`src/rtl/uart_echo_buffer_if.sv`:
```
`timescale 1ns/1ps
`default_nettype none
// +----------------------------------------------------------------------------+
// | Module   : uart_echo_buffer_if                                             |
// | Purpose  : Bundles the serial pins, send request and status signals of     |
// |            uart_echo_buffer.                                               |
// | Ports    : rx_line, send, send_all   -> into the echo buffer               |
// |            tx_line, tx_busy, count, rx_err_parity, rx_err_frame, overflow  |
// |                                       <- out of the echo buffer            |
// | Revision : 1.0  initial release                                            |
// +----------------------------------------------------------------------------+
interface uart_echo_buffer_if #(
  parameter int DEPTH = 16
) ();
  logic                       rx_line;
  logic                       send;
  logic                       send_all;
  logic                       tx_line;
  logic                       tx_busy;
  logic [$clog2(DEPTH+1)-1:0] count;
  logic                       rx_err_parity;
  logic                       rx_err_frame;
  logic                       overflow;

  // master: the board side driving requests and watching status
  modport master (
    output rx_line, send, send_all,
    input  tx_line, tx_busy, count, rx_err_parity, rx_err_frame, overflow
  );

  // slave: the echo buffer itself
  modport slave (
    input  rx_line, send, send_all,
    output tx_line, tx_busy, count, rx_err_parity, rx_err_frame, overflow
  );
endinterface
`default_nettype wire

```
`src/rtl/uart_echo_buffer.sv`:
```
`timescale 1ns/1ps
`default_nettype none
// +----------------------------------------------------------------------------+
// | Module   : uart_echo_buffer                                                |
// | Purpose  : UART receiver feeding a DEPTH-entry FIFO and a transmitter that |
// |            echoes one byte, or drains the whole queue, on each send pulse. |
// | Ports    : clk, rst_n (async, active low)                                  |
// |            bus.rx_line  serial in (synchronised here)                      |
// |            bus.send / bus.send_all  transmit request and drain select      |
// |            bus.tx_line / bus.tx_busy  serial out and frame-active flag     |
// |            bus.count    FIFO occupancy                                     |
// |            bus.rx_err_parity / rx_err_frame / overflow  1-cycle pulses     |
// | Revision : 1.0  initial release                                            |
// +----------------------------------------------------------------------------+
module uart_echo_buffer #(
  parameter int CLKS_PER_BIT = 868,
  parameter int DATA_BITS    = 8,
  parameter int PARITY       = 0,
  parameter int STOP_BITS    = 1,
  parameter int DEPTH        = 16
) (
  input  logic               clk,
  input  logic               rst_n,
  uart_echo_buffer_if.slave  bus
);

  localparam int AW   = $clog2(DEPTH);
  localparam int CNTW = $clog2(DEPTH+1);
  localparam int CW   = $clog2(CLKS_PER_BIT);
  localparam logic [CW-1:0] HALF_M1   = CW'(CLKS_PER_BIT/2 - 1);
  localparam logic [CW-1:0] FULL_M1   = CW'(CLKS_PER_BIT - 1);
  localparam logic [3:0]    LAST_DBIT = 4'(DATA_BITS - 1);
  localparam logic [3:0]    LAST_SBIT = 4'(STOP_BITS - 1);
  localparam logic          HAS_PAR   = (PARITY != 0);
  localparam logic          PAR_ODD   = (PARITY == 1);

  typedef enum logic [2:0] {RX_IDLE, RX_START, RX_DATA, RX_PARITY, RX_STOP, RX_BREAK} rx_state_t;
  typedef enum logic [2:0] {TX_IDLE, TX_START, TX_DATA, TX_PARITY, TX_STOP} tx_state_t;

  // ---------------- input synchroniser ----------------
  logic sync1_q, sync2_q;
  always_ff @(posedge clk or negedge rst_n) begin
    if (!rst_n) begin
      sync1_q <= 1'b1;
      sync2_q <= 1'b1;
    end else begin
      sync1_q <= bus.rx_line;
      sync2_q <= sync1_q;
    end
  end

  // ---------------- receiver ----------------
  rx_state_t            rx_state_q, rx_state_d;
  logic [CW-1:0]        rx_cnt_q, rx_cnt_d;
  logic [3:0]           rx_bit_q, rx_bit_d;
  logic [DATA_BITS-1:0] rx_shift_q, rx_shift_d;
  logic                 rx_par_q, rx_par_d;
  logic                 push_q, push_d;
  logic                 err_par_q, err_par_d;
  logic                 err_frm_q, err_frm_d;

  always_comb begin
    rx_state_d = rx_state_q;
    rx_cnt_d   = rx_cnt_q + 1'b1;
    rx_bit_d   = rx_bit_q;
    rx_shift_d = rx_shift_q;
    rx_par_d   = rx_par_q;
    push_d     = 1'b0;
    err_par_d  = 1'b0;
    err_frm_d  = 1'b0;
    case (rx_state_q)
      RX_IDLE: begin
        rx_cnt_d = '0;
        if (!sync2_q) rx_state_d = RX_START;
      end
      RX_START: if (rx_cnt_q == HALF_M1) begin
        rx_cnt_d   = '0;
        rx_bit_d   = '0;
        rx_state_d = sync2_q ? RX_IDLE : RX_DATA;   // high at mid-start is a glitch
      end
      RX_DATA: if (rx_cnt_q == FULL_M1) begin
        rx_cnt_d   = '0;
        rx_shift_d = {sync2_q, rx_shift_q[DATA_BITS-1:1]};
        rx_bit_d   = rx_bit_q + 1'b1;
        if (rx_bit_q == LAST_DBIT) rx_state_d = HAS_PAR ? RX_PARITY : RX_STOP;
      end
      RX_PARITY: if (rx_cnt_q == FULL_M1) begin
        rx_cnt_d   = '0;
        rx_par_d   = sync2_q;
        rx_state_d = RX_STOP;
      end
      RX_STOP: if (rx_cnt_q == FULL_M1) begin
        rx_cnt_d = '0;
        if (!sync2_q) begin
          // frame error wins over parity; wait out the low line before re-arming
          err_frm_d  = 1'b1;
          rx_state_d = RX_BREAK;
        end else begin
          if (HAS_PAR && (((^rx_shift_q) ^ rx_par_q) != PAR_ODD)) err_par_d = 1'b1;
          else push_d = 1'b1;
          rx_state_d = RX_IDLE;
        end
      end
      RX_BREAK: begin
        rx_cnt_d = '0;
        if (sync2_q) rx_state_d = RX_IDLE;
      end
      default: rx_state_d = RX_IDLE;
    endcase
  end

  always_ff @(posedge clk or negedge rst_n) begin
    if (!rst_n) begin
      rx_state_q <= RX_IDLE;
      rx_cnt_q   <= '0;
      rx_bit_q   <= '0;
      rx_shift_q <= '0;
      rx_par_q   <= 1'b0;
      push_q     <= 1'b0;
      err_par_q  <= 1'b0;
      err_frm_q  <= 1'b0;
    end else begin
      rx_state_q <= rx_state_d;
      rx_cnt_q   <= rx_cnt_d;
      rx_bit_q   <= rx_bit_d;
      rx_shift_q <= rx_shift_d;
      rx_par_q   <= rx_par_d;
      push_q     <= push_d;
      err_par_q  <= err_par_d;
      err_frm_q  <= err_frm_d;
    end
  end

  // ---------------- FIFO ----------------
  // rx_shift_q is untouched while RX sits in IDLE, so it still holds the byte
  // during the push cycle.
  logic [DATA_BITS-1:0] mem_q [DEPTH];
  logic [CNTW-1:0]      wptr_q, wptr_d, rptr_q, rptr_d, count;
  logic                 pop, full, push_ok;
  logic [DATA_BITS-1:0] head;

  assign count   = wptr_q - rptr_q;
  assign full    = (count == CNTW'(DEPTH));
  assign push_ok = push_q && (!full || pop);
  assign head    = mem_q[rptr_q[AW-1:0]];

  always_comb begin
    wptr_d = wptr_q + CNTW'(push_ok);
    rptr_d = rptr_q + CNTW'(pop);
  end

  always_ff @(posedge clk) begin
    if (push_ok) mem_q[wptr_q[AW-1:0]] <= rx_shift_q;
  end

  always_ff @(posedge clk or negedge rst_n) begin
    if (!rst_n) begin
      wptr_q <= '0;
      rptr_q <= '0;
    end else begin
      wptr_q <= wptr_d;
      rptr_q <= rptr_d;
    end
  end

  // ---------------- transmitter ----------------
  tx_state_t            tx_state_q, tx_state_d;
  logic [CW-1:0]        tx_cnt_q, tx_cnt_d;
  logic [3:0]           tx_bit_q, tx_bit_d;
  logic [DATA_BITS-1:0] tx_shift_q, tx_shift_d;
  logic                 tx_par_q, tx_par_d;
  logic                 tx_line_q, tx_line_d;
  logic                 tx_busy_q, tx_busy_d;
  logic                 drain_q, drain_d;
  logic                 start_frame;

  always_comb begin
    tx_state_d  = tx_state_q;
    tx_cnt_d    = tx_cnt_q + 1'b1;
    tx_bit_d    = tx_bit_q;
    tx_shift_d  = tx_shift_q;
    tx_par_d    = tx_par_q;
    tx_line_d   = tx_line_q;
    tx_busy_d   = tx_busy_q;
    drain_d     = drain_q;
    start_frame = 1'b0;
    pop         = 1'b0;
    case (tx_state_q)
      TX_IDLE: begin
        tx_cnt_d = '0;
        if (bus.send && (count != '0)) begin
          start_frame = 1'b1;
          drain_d     = bus.send_all;
        end
      end
      TX_START: if (tx_cnt_q == FULL_M1) begin
        tx_cnt_d   = '0;
        tx_bit_d   = '0;
        tx_line_d  = tx_shift_q[0];
        tx_state_d = TX_DATA;
      end
      TX_DATA: if (tx_cnt_q == FULL_M1) begin
        tx_cnt_d = '0;
        if (tx_bit_q == LAST_DBIT) begin
          tx_bit_d = '0;
          if (HAS_PAR) begin
            tx_line_d  = tx_par_q;
            tx_state_d = TX_PARITY;
          end else begin
            tx_line_d  = 1'b1;
            tx_state_d = TX_STOP;
          end
        end else begin
          tx_bit_d   = tx_bit_q + 1'b1;
          tx_shift_d = {1'b0, tx_shift_q[DATA_BITS-1:1]};
          tx_line_d  = tx_shift_q[1];
        end
      end
      TX_PARITY: if (tx_cnt_q == FULL_M1) begin
        tx_cnt_d   = '0;
        tx_bit_d   = '0;
        tx_line_d  = 1'b1;
        tx_state_d = TX_STOP;
      end
      TX_STOP: if (tx_cnt_q == FULL_M1) begin
        tx_cnt_d = '0;
        tx_bit_d = tx_bit_q + 1'b1;
        if (tx_bit_q == LAST_SBIT) begin
          if (drain_q && (count != '0)) begin
            start_frame = 1'b1;               // back-to-back, no idle gap
          end else begin
            drain_d    = 1'b0;
            tx_busy_d  = 1'b0;
            tx_state_d = TX_IDLE;
          end
        end
      end
      default: tx_state_d = TX_IDLE;
    endcase

    if (start_frame) begin
      pop        = 1'b1;
      tx_shift_d = head;
      tx_par_d   = (^head) ^ PAR_ODD;
      tx_cnt_d   = '0;
      tx_line_d  = 1'b0;
      tx_busy_d  = 1'b1;
      tx_state_d = TX_START;
    end
  end

  always_ff @(posedge clk or negedge rst_n) begin
    if (!rst_n) begin
      tx_state_q <= TX_IDLE;
      tx_cnt_q   <= '0;
      tx_bit_q   <= '0;
      tx_shift_q <= '0;
      tx_par_q   <= 1'b0;
      tx_line_q  <= 1'b1;
      tx_busy_q  <= 1'b0;
      drain_q    <= 1'b0;
    end else begin
      tx_state_q <= tx_state_d;
      tx_cnt_q   <= tx_cnt_d;
      tx_bit_q   <= tx_bit_d;
      tx_shift_q <= tx_shift_d;
      tx_par_q   <= tx_par_d;
      tx_line_q  <= tx_line_d;
      tx_busy_q  <= tx_busy_d;
      drain_q    <= drain_d;
    end
  end

  // ---------------- outputs ----------------
  assign bus.tx_line       = tx_line_q;
  assign bus.tx_busy       = tx_busy_q;
  assign bus.count         = count;
  assign bus.rx_err_parity = err_par_q;
  assign bus.rx_err_frame  = err_frm_q;
  // a simultaneous pop frees the slot, so only a push into a still-full FIFO drops
  assign bus.overflow      = push_q && full && !pop;

endmodule
`default_nettype wire

```
`src/flat_wrapper.sv`:
```
// flat-port wrapper written by rule: the top's interface ports become plain ports
module uart_echo_buffer_flat 
#(
  parameter int CLKS_PER_BIT = 868,
  parameter int DATA_BITS    = 8,
  parameter int PARITY       = 0,
  parameter int STOP_BITS    = 1,
  parameter int DEPTH        = 16
)
  (clk, rst_n, bus_rx_line, bus_send, bus_send_all, bus_tx_line, bus_tx_busy, bus_count, bus_rx_err_parity, bus_rx_err_frame, bus_overflow);
  uart_echo_buffer_if #(.DEPTH(DEPTH)) bus_i ();
  input  logic clk;
  input  logic rst_n;
  input wire logic [$bits(bus_i.rx_line)-1:0] bus_rx_line;
  input wire logic [$bits(bus_i.send)-1:0] bus_send;
  input wire logic [$bits(bus_i.send_all)-1:0] bus_send_all;
  output wire logic [$bits(bus_i.tx_line)-1:0] bus_tx_line;
  output wire logic [$bits(bus_i.tx_busy)-1:0] bus_tx_busy;
  output wire logic [$bits(bus_i.count)-1:0] bus_count;
  output wire logic [$bits(bus_i.rx_err_parity)-1:0] bus_rx_err_parity;
  output wire logic [$bits(bus_i.rx_err_frame)-1:0] bus_rx_err_frame;
  output wire logic [$bits(bus_i.overflow)-1:0] bus_overflow;
  assign bus_i.rx_line = bus_rx_line;
  assign bus_i.send = bus_send;
  assign bus_i.send_all = bus_send_all;
  assign bus_tx_line = bus_i.tx_line;
  assign bus_tx_busy = bus_i.tx_busy;
  assign bus_count = bus_i.count;
  assign bus_rx_err_parity = bus_i.rx_err_parity;
  assign bus_rx_err_frame = bus_i.rx_err_frame;
  assign bus_overflow = bus_i.overflow;
  uart_echo_buffer #(.CLKS_PER_BIT(CLKS_PER_BIT), .DATA_BITS(DATA_BITS), .PARITY(PARITY), .STOP_BITS(STOP_BITS), .DEPTH(DEPTH)) u_core (.clk(clk), .rst_n(rst_n), .bus(bus_i));
endmodule
```
`config.mk`:
```
export PLATFORM = sky130hd
export DESIGN_NAME = uart_echo_buffer_flat
export DESIGN_NICKNAME = d
export VERILOG_FILES = /design/src/rtl/uart_echo_buffer_if.sv /design/src/rtl/uart_echo_buffer.sv /design/src/flat_wrapper.sv
export SDC_FILE = /design/constraint.sdc
export NUM_CORES = 1
export LEC_CHECK = 0
export ABC_CLOCK_PERIOD_IN_PS = 6650
export CORE_ASPECT_RATIO = 1.75
export CORE_MARGIN = 2
export CORE_UTILIZATION = 45
export CTS_CLUSTER_DIAMETER = 150
export DETAILED_ROUTE_END_ITERATION = 6
export GPL_TIMING_DRIVEN = 0
export PLACE_DENSITY = 0.65
export SLEW_MARGIN = 5
export SYNTH_ARGS = -nofsm -noshare
export SYNTH_HDL_FRONTEND = slang
export SYNTH_SLANG_ARGS = --single-unit
```
`constraint.sdc`:
```
create_clock -name clk -period 6.65 [get_ports clk]
set_clock_uncertainty 0.05 [all_clocks]
set_input_delay 1.33 -clock clk [delete_from_list [all_inputs] [get_ports clk]]
set_output_delay 1.33 -clock clk [all_outputs]
set_load 0.02 [all_outputs]
```
==> Yosys cells after proc, flatten, opt, wreduce, memory -nomap -nowiden <==
Memories as Yosys holds them, arrays and structs flattened.
Cells that the tools add are included.
{ "op_classes": {"addsub": 7, "n_mul": 0, "div_mod_pow": 0, "order_cmp": 0, "eq_ne": 38, "n_shift": 0, "muxes": 64, "bitwise_logic": 0, "reduce_logical": 33} }
{ "ops": {"columns": ["op", "count"], "rows": [
  ["$mux 3", 16],
  ["$mux 10", 4],
  ["$mux 8", 4],
  ["$pmux 10 s3", 1],
  ["$ne 2x1->1 const B", 14],
  ["$mux 1", 24],
  ["$mux 4", 6],
  ["$add 10x1->10 const B", 2],
  ["$eq 10x10->1 const B", 2],
  ["$pmux 10 s2", 1],
  ["$ne 3x1->1 const B", 6],
  ["$pmux 3 s6", 1],
  ["$pmux 3 s5", 1],
  ["$eq 3x2->1 const B", 4],
  ["$pmux 4 s3", 1],
  ["$reduce_and 4->1", 3],
  ["$reduce_bool 2->1", 6],
  ["$add 5x1->5", 2],
  ["$eq 10x9->1 const B", 1],
  ["$eq 3x3->1 const B", 3],
  ["$add 4x1->4 const B", 2],
  ["$eq 4x3->1 const B", 2],
  ["$pmux 4 s2", 1],
  ["$reduce_and 8->1", 1],
  ["other kinds (23)", 34]
]} }
{ "totals": {"ff_bits": 67, "latch_bits": 0, "ram_bits": 128, "romBits": 0, "input_bits": 5, "out_inout_bits": 10, "wordCells": 160, "memories": 1} }
{ "memory_table": {"columns": ["name", "words", "word_bits", "rd", "rd_ports_with_merged_regs", "write_ports", "line", "rtl"], "rows": [
  ["u_core.mem_q", 16, 8, 1, 0, 1, "uart_echo_buffer.sv:137", "logic [DATA_BITS-1:0] mem_q [DEPTH];"]
]} }

==> Depth between registers and ports, before layout <==
{ "logic_depth": {"word_depth": 12, "ltp_mapped": 13, "mapped_depth_nobuf": 13} }

==> Worst setup path before layout <==
OpenSTA, ideal clock, no wires.
{ "synth_timing": {"path_kind": "register -> output", "startpoint": "register u_core.rptr_q[1]", "endpoint": "output bus_overflow", "arrival_time_ns": 3.096, "required_time_ns": 5.270, "setup_slack_ns": 2.174, "path_stages_with_launch": 10, "path_buffers": 2, "cell_sequence": "dfrtp_1 -> clkbuf_1 -> buf_1 -> inv_1 -> ha_1 -> a221oi_2 -> xnor2_1 -> o41ai_4 -> inv_2 -> nor3b_1"} }
{ "synth_between": {"elab_chain_len": 10, "elab_cells_between_ends": 14, "classes_between": "1 x add/sub; 1 x eq/ne; 6 x mux; 6 x reduce/logical"} }
{ "synth_rtl": {"columns": ["element", "line", "rtl"], "rows": [
  ["start, declared", "uart_echo_buffer.sv:138", "logic [CNTW-1:0] wptr_q, wptr_d, rptr_q, rptr_d, count;"],
  ["start signal, assigned", "uart_echo_buffer.sv:162", "rptr_q <= rptr_d;"],
  ["$sub 5x5->5 *", "uart_echo_buffer.sv:142", "assign count = wptr_q - rptr_q;"],
  ["via bus_count[3]", "flat_wrapper.sv:19", "output wire logic [$bits(bus_i.count)-1:0] bus_count;"],
  ["$reduce_bool 5->1 *", "uart_echo_buffer.sv:191, uart_echo_buffer.sv:229", null],
  ["$logic_and 1x1->1", "uart_echo_buffer.sv:229", "if (drain_q && (count != '0)) begin"],
  ["$mux 1", "uart_echo_buffer.sv:229", null],
  ["$mux 1", "uart_echo_buffer.sv:228", "if (tx_bit_q == LAST_SBIT) begin"],
  ["$mux 1", "uart_echo_buffer.sv:225", "TX_STOP: if (tx_cnt_q == FULL_M1) begin"],
  ["$pmux 1 s2 *", "uart_echo_buffer.sv:188", "case (tx_state_q)"],
  ["$mux 1 *", "uart_echo_buffer.sv:241", "if (start_frame) begin"],
  ["via u_core.pop", "uart_echo_buffer.sv:139", "logic pop, full, push_ok;"],
  ["$logic_not 1->1 *", "uart_echo_buffer.sv:281", "assign bus.overflow = push_q && full && !pop;"],
  ["$logic_and 1x1->1 *", "uart_echo_buffer.sv:281", null],
  ["end, declared", "flat_wrapper.sv:22", "output wire logic [$bits(bus_i.overflow)-1:0] bus_overflow;"]
]} }
Mark *: on every way through the listed nets, which the timed path passes. The rest lies on a longest branch.

==> Final worst setup path <==
{ "layout_timing": {"startpoint": "register u_core.rptr_q[1]", "endpoint": "output bus_overflow"} }
{ "layout_between": {"elab_chain_len": 10, "elab_cells_between_ends": 14, "classes_between": "1 x add/sub; 1 x eq/ne; 6 x mux; 6 x reduce/logical"} }
{ "layout_rtl": {"columns": ["element", "line"], "rows": [
  ["$sub 5x5->5 *", "uart_echo_buffer.sv:142"],
  ["$reduce_bool 5->1 *", "uart_echo_buffer.sv:191, uart_echo_buffer.sv:229"],
  ["$logic_and 1x1->1", "uart_echo_buffer.sv:229"],
  ["$mux 1", "uart_echo_buffer.sv:229"],
  ["$mux 1", "uart_echo_buffer.sv:228"],
  ["$mux 1", "uart_echo_buffer.sv:225"],
  ["$pmux 1 s2 *", "uart_echo_buffer.sv:188"],
  ["$mux 1 *", "uart_echo_buffer.sv:241"],
  ["via u_core.pop", "uart_echo_buffer.sv:139"],
  ["$logic_not 1->1 *", "uart_echo_buffer.sv:281"],
  ["$logic_and 1x1->1 *", "uart_echo_buffer.sv:281"]
]} }
Marked as above.

==> results.md <==
* Cts repair resizes at 0
* Distinct cell type count after synthesis at 63
* Hold path startpoint: u_core.sync1_q
* CP required at 5.27 ns
* Worst R2R Path Depth at 10
* Die Area at 19,700 sq um
* N_diodes at 0
* PortBufs at 13
* GRT Total Usage at 0.191
* Hold Crit Depth at 0
* Largest net degree at the start of global routing at 60
* HP Class: reg -> reg
* Post-layout min period at 5.92 ns
* Clock Tree Root: clkbuf_16
* Combinational Power Share at 0.007
* Remaining DRCs at 0
* Worst Max-Slew Pin Slew at 0.978 ns
* Vias in the first global route at 5,009
* Max-cap violations at 0
* Psw at 0.488 mW
* FF+latch count, synth at 195
* CTS Buf Count at 17
* Leak pwr at 3.73 nW
* Clk Latency, worst-skew pair at 0.44 ns
* Worst R2R Start: u_core.rptr_q[1]
* # hold bufs at CTS at 0
* Routability Congestion at 0.868
* Clock power share at 0.429
* Cell Chain, Critical Path: clkbuf_1, buf_1, inv_1, ha_1, a221oi_2, xnor2_1, o41ai_4, inv_2, nor3b_1, clkdlybuf4s50_1
* Chip width at 107 microns
* WP data arrival at 4.54 ns
* Pwr dens at 239 nW/um^2
* R2R Setup Slk at 2.36 ns
* IO Count at 15
* Worst Hold Path EP: u_core.sync2_q
* Delay-heaviest family, CP: buffers and inverters
* EDFF count, synth at 128
* Buffer count from post-CTS setup fixing at 0
* Reg power frac at 0.564
* Area growth from synthesis to layout at 14.0%
* Row Count at 65
* Ys flop type: edfxtp_1
* Post-synthesis instance total at 537
* Register area share after synthesis at 0.663
* Initial antenna violation count at 0
* Drt first pass iters at 4
* Final setup TNS at 0 ns
* Die H at 184 microns
* Pint at 1.78 mW
* Slowest CP cell: o41ai_4
* Share of cells above drive strength 1 at 0.212
* Initial Util at 0.461
* Setup violators final at 0
* Yosys warns at 0
* CTS tree: yes
* Max Slew Vio Count at 0
* Fmax at 169 MHz
* Iter 0 DRT Violations at 277
* Relative max-transition margin at 0.342
* # fillers at 1,506
* Worst-path clk slew at 0.07 ns
* Outcome: completed
* Reg-to-Reg End: u_core.mem_q[4][4]
* Crit Path Max Fanout at 10
* Vias post-DR at 4,653
* CTS sink cnt at 195
* Fin nets at 597
* CTS Buffer Depth at 2
* Vias per inst at 5.65
* Peak VDD IR at 0.174 mV
* Avg Inst Size Synth at 15.5 sq um
* Global-route wire length before repair at 27.4 mm
* Grt total ovfl at 0
* Sw Ratio at 0.215
* Number of nets with antenna violations after routing at 0
* Final Hold Vio Count at 0
* Syn Nets at 557
* RSZ-0062 raised after global routing: no
* DPL Wire Length at 12.4 mm
* Async set-reset flop share out of synthesis at 0.344
* CP Class: reg -> out
* Routed WL per cell at 21.1 microns
* Crit path capture type: output port
* Synthesized cell area at 8330 sq um
* CP Launch Type: register
* H-tree depth at 4
* Crit path buf inv count at 5
* Total wire length at 17.4 mm
* Tcrit/Tclk final at 0.890
* Core ar. at 18,100 sq um
* Core Util, Final at 0.526
* Slowest stage delay, CP at 0.71 ns
==> state kept, by name, summed over array words and instances (netlist names) <==
signal,count
u_core.mem_q,128
u_core.rx_cnt_q,10
u_core.tx_cnt_q,10
u_core.rx_shift_q,8
u_core.tx_shift_q,8
u_core.rptr_q,5
u_core.wptr_q,5
u_core.rx_bit_q,4
u_core.tx_bit_q,4
u_core.rx_state_q,3
u_core.tx_state_q,3
u_core.bus.rx_err_frame,1
u_core.bus.tx_busy,1
u_core.bus.tx_line,1
u_core.drain_q,1
u_core.push_q,1
u_core.sync1_q,1
u_core.sync2_q,1
==> worst max path at each step <==
stage	startpoint	end	slack (ns)	depth (start not counted)
final	u_core.rptr_q[1]	bus_overflow	0.73	10
after CTS	u_core.rptr_q[1]	bus_overflow	0.65	10
after global routing	u_core.rptr_q[1]	bus_overflow	0.41	10
after global placement	u_core.rptr_q[1]	bus_overflow	1.18	10
after floorplan	u_core.rptr_q[1]	bus_overflow	2.17	9
after detailed placement	u_core.rptr_q[1]	bus_overflow	1.16	10
==> placed cells by master (no fill, tap or decap), drive strengths merged, types with 3 or more instances in the layout <==
cell type / instances
dfrtp: 64
or4: 4
nand2b: 6
xor2: 12
mux2: 8
clkdlybuf4s50: 12
mux2i: 7
xnor2: 14
edfxtp: 128
mux4: 40
nand3: 23
clkinv: 7
a21oi: 14
clkbuf: 28
nor3: 16
nor2b: 3
nor2: 42
o21ai: 21
ha: 14
buf: 18
dfstp: 3
nand2: 24
or3: 3
inv: 27
nand4: 3
and3: 7
nor4: 7
==> worst register-to-register path, stage by stage, from the launching register on <==
cell and delay (ns):
dfrtp_1 0.45, clkbuf_1 0.32, buf_1 0.67, inv_1 0.12
ha_1 0.34, a221oi_2 0.25, xnor2_1 0.31, or4b_1 0.29
nor2_4 0.10, nor4_2 0.81, buf_4 0.30
==> power by group through the flow <==
stage          clock (mW)  combinational (mW)  sequential [mW]
2_1_floorplan           0             0.00250             1.31
3_3_place_gp            0              0.0136             1.31
3_5_place_dp            0              0.0158             1.31
4_1_cts             0.992              0.0159             1.28
5_1_grt              1.04              0.0173             1.28
6_report            0.975              0.0151             1.28
==> cell usage after synthesis (all sizes together) (2+ instances only) <==
master	n	area share
ha	14	0.021
a31oi	2	0.0015
or4	4	0.0036
dfrtp	64	0.19
xnor2	14	0.015
and3	7	0.0053
mux2i	7	0.0084
nor4	7	0.0078
nand4	3	0.0023
mux4	40	0.11
nand2b	6	0.0045
buf	9	0.0062
nor2	42	0.020
dfstp	3	0.0095
nor3b	2	0.0018
nand3b	2	0.0018
nor2b	3	0.0023
nor3	16	0.0096
nand2	24	0.011
mux2	8	0.011
o31ai	2	0.0018
o21ai	21	0.013
or3	3	0.0023
inv	21	0.0095
a21oi	14	0.0084
xor2	12	0.013
a21o	2	0.0018
nand3	23	0.014
or3b	2	0.0021
clkbuf	10	0.0045
edfxtp	128	0.46
==> metal layers <==
layer  track usage  routed length, microns  vias up
met1         0.190                    6020     2377
met4         0.115                     913        0
li1              -                       -     2130
met5             0                       0        -
met2         0.356                    9860      108
met3        0.0425                     566       38
==> stage by stage <==
stage / instances / total power [mW] / worst slack [ns] / hold slack [ns] / cell area (sq um)
after detailed placement: 792 / 1.32 / 1.16 / 0.299 / 8920
after global placement: 784 / 1.32 / 1.18 / 0.296 / 8750
final: 824 / 2.27 / 0.734 / 0.307 / 9490
after global routing: 824 / 2.34 / 0.413 / 0.316 / 9490
after floorplan: 537 / 1.31 / 2.17 / 0.295 / 8330
after CTS: 824 / 2.29 / 0.652 / 0.310 / 9490
==> area by class of cell <==
type | count | area [sq um] | share of cell area
buffer | 19 | 88.8 | 0.00936
clock buffer | 18 | 429 | 0.0452
inverter | 22 | 82.6 | 0.00870
clock inverter | 14 | 143 | 0.0150
sequential | 195 | 5520 | 0.582
timing repair buffer | 21 | 215 | 0.0227
multi-input combinational | 301 | 2720 | 0.286
tap | 234 | 293 | 0.0308
==> kinds of logic after synthesis <==
logic type	count (synthesis)	synth area share
AO/OA/AOI/OAI	54	0.0431
XOR/XNOR	26	0.0273
adder cells (fa/ha/maj)	16	0.0246
buffers and inverters	41	0.0206
flip-flops	195	0.663
multiplexers	55	0.127
other	1	0.000450
AND/OR/NAND/NOR	149	0.0930
No activity file was read; power rests on OpenSTA's default activity.
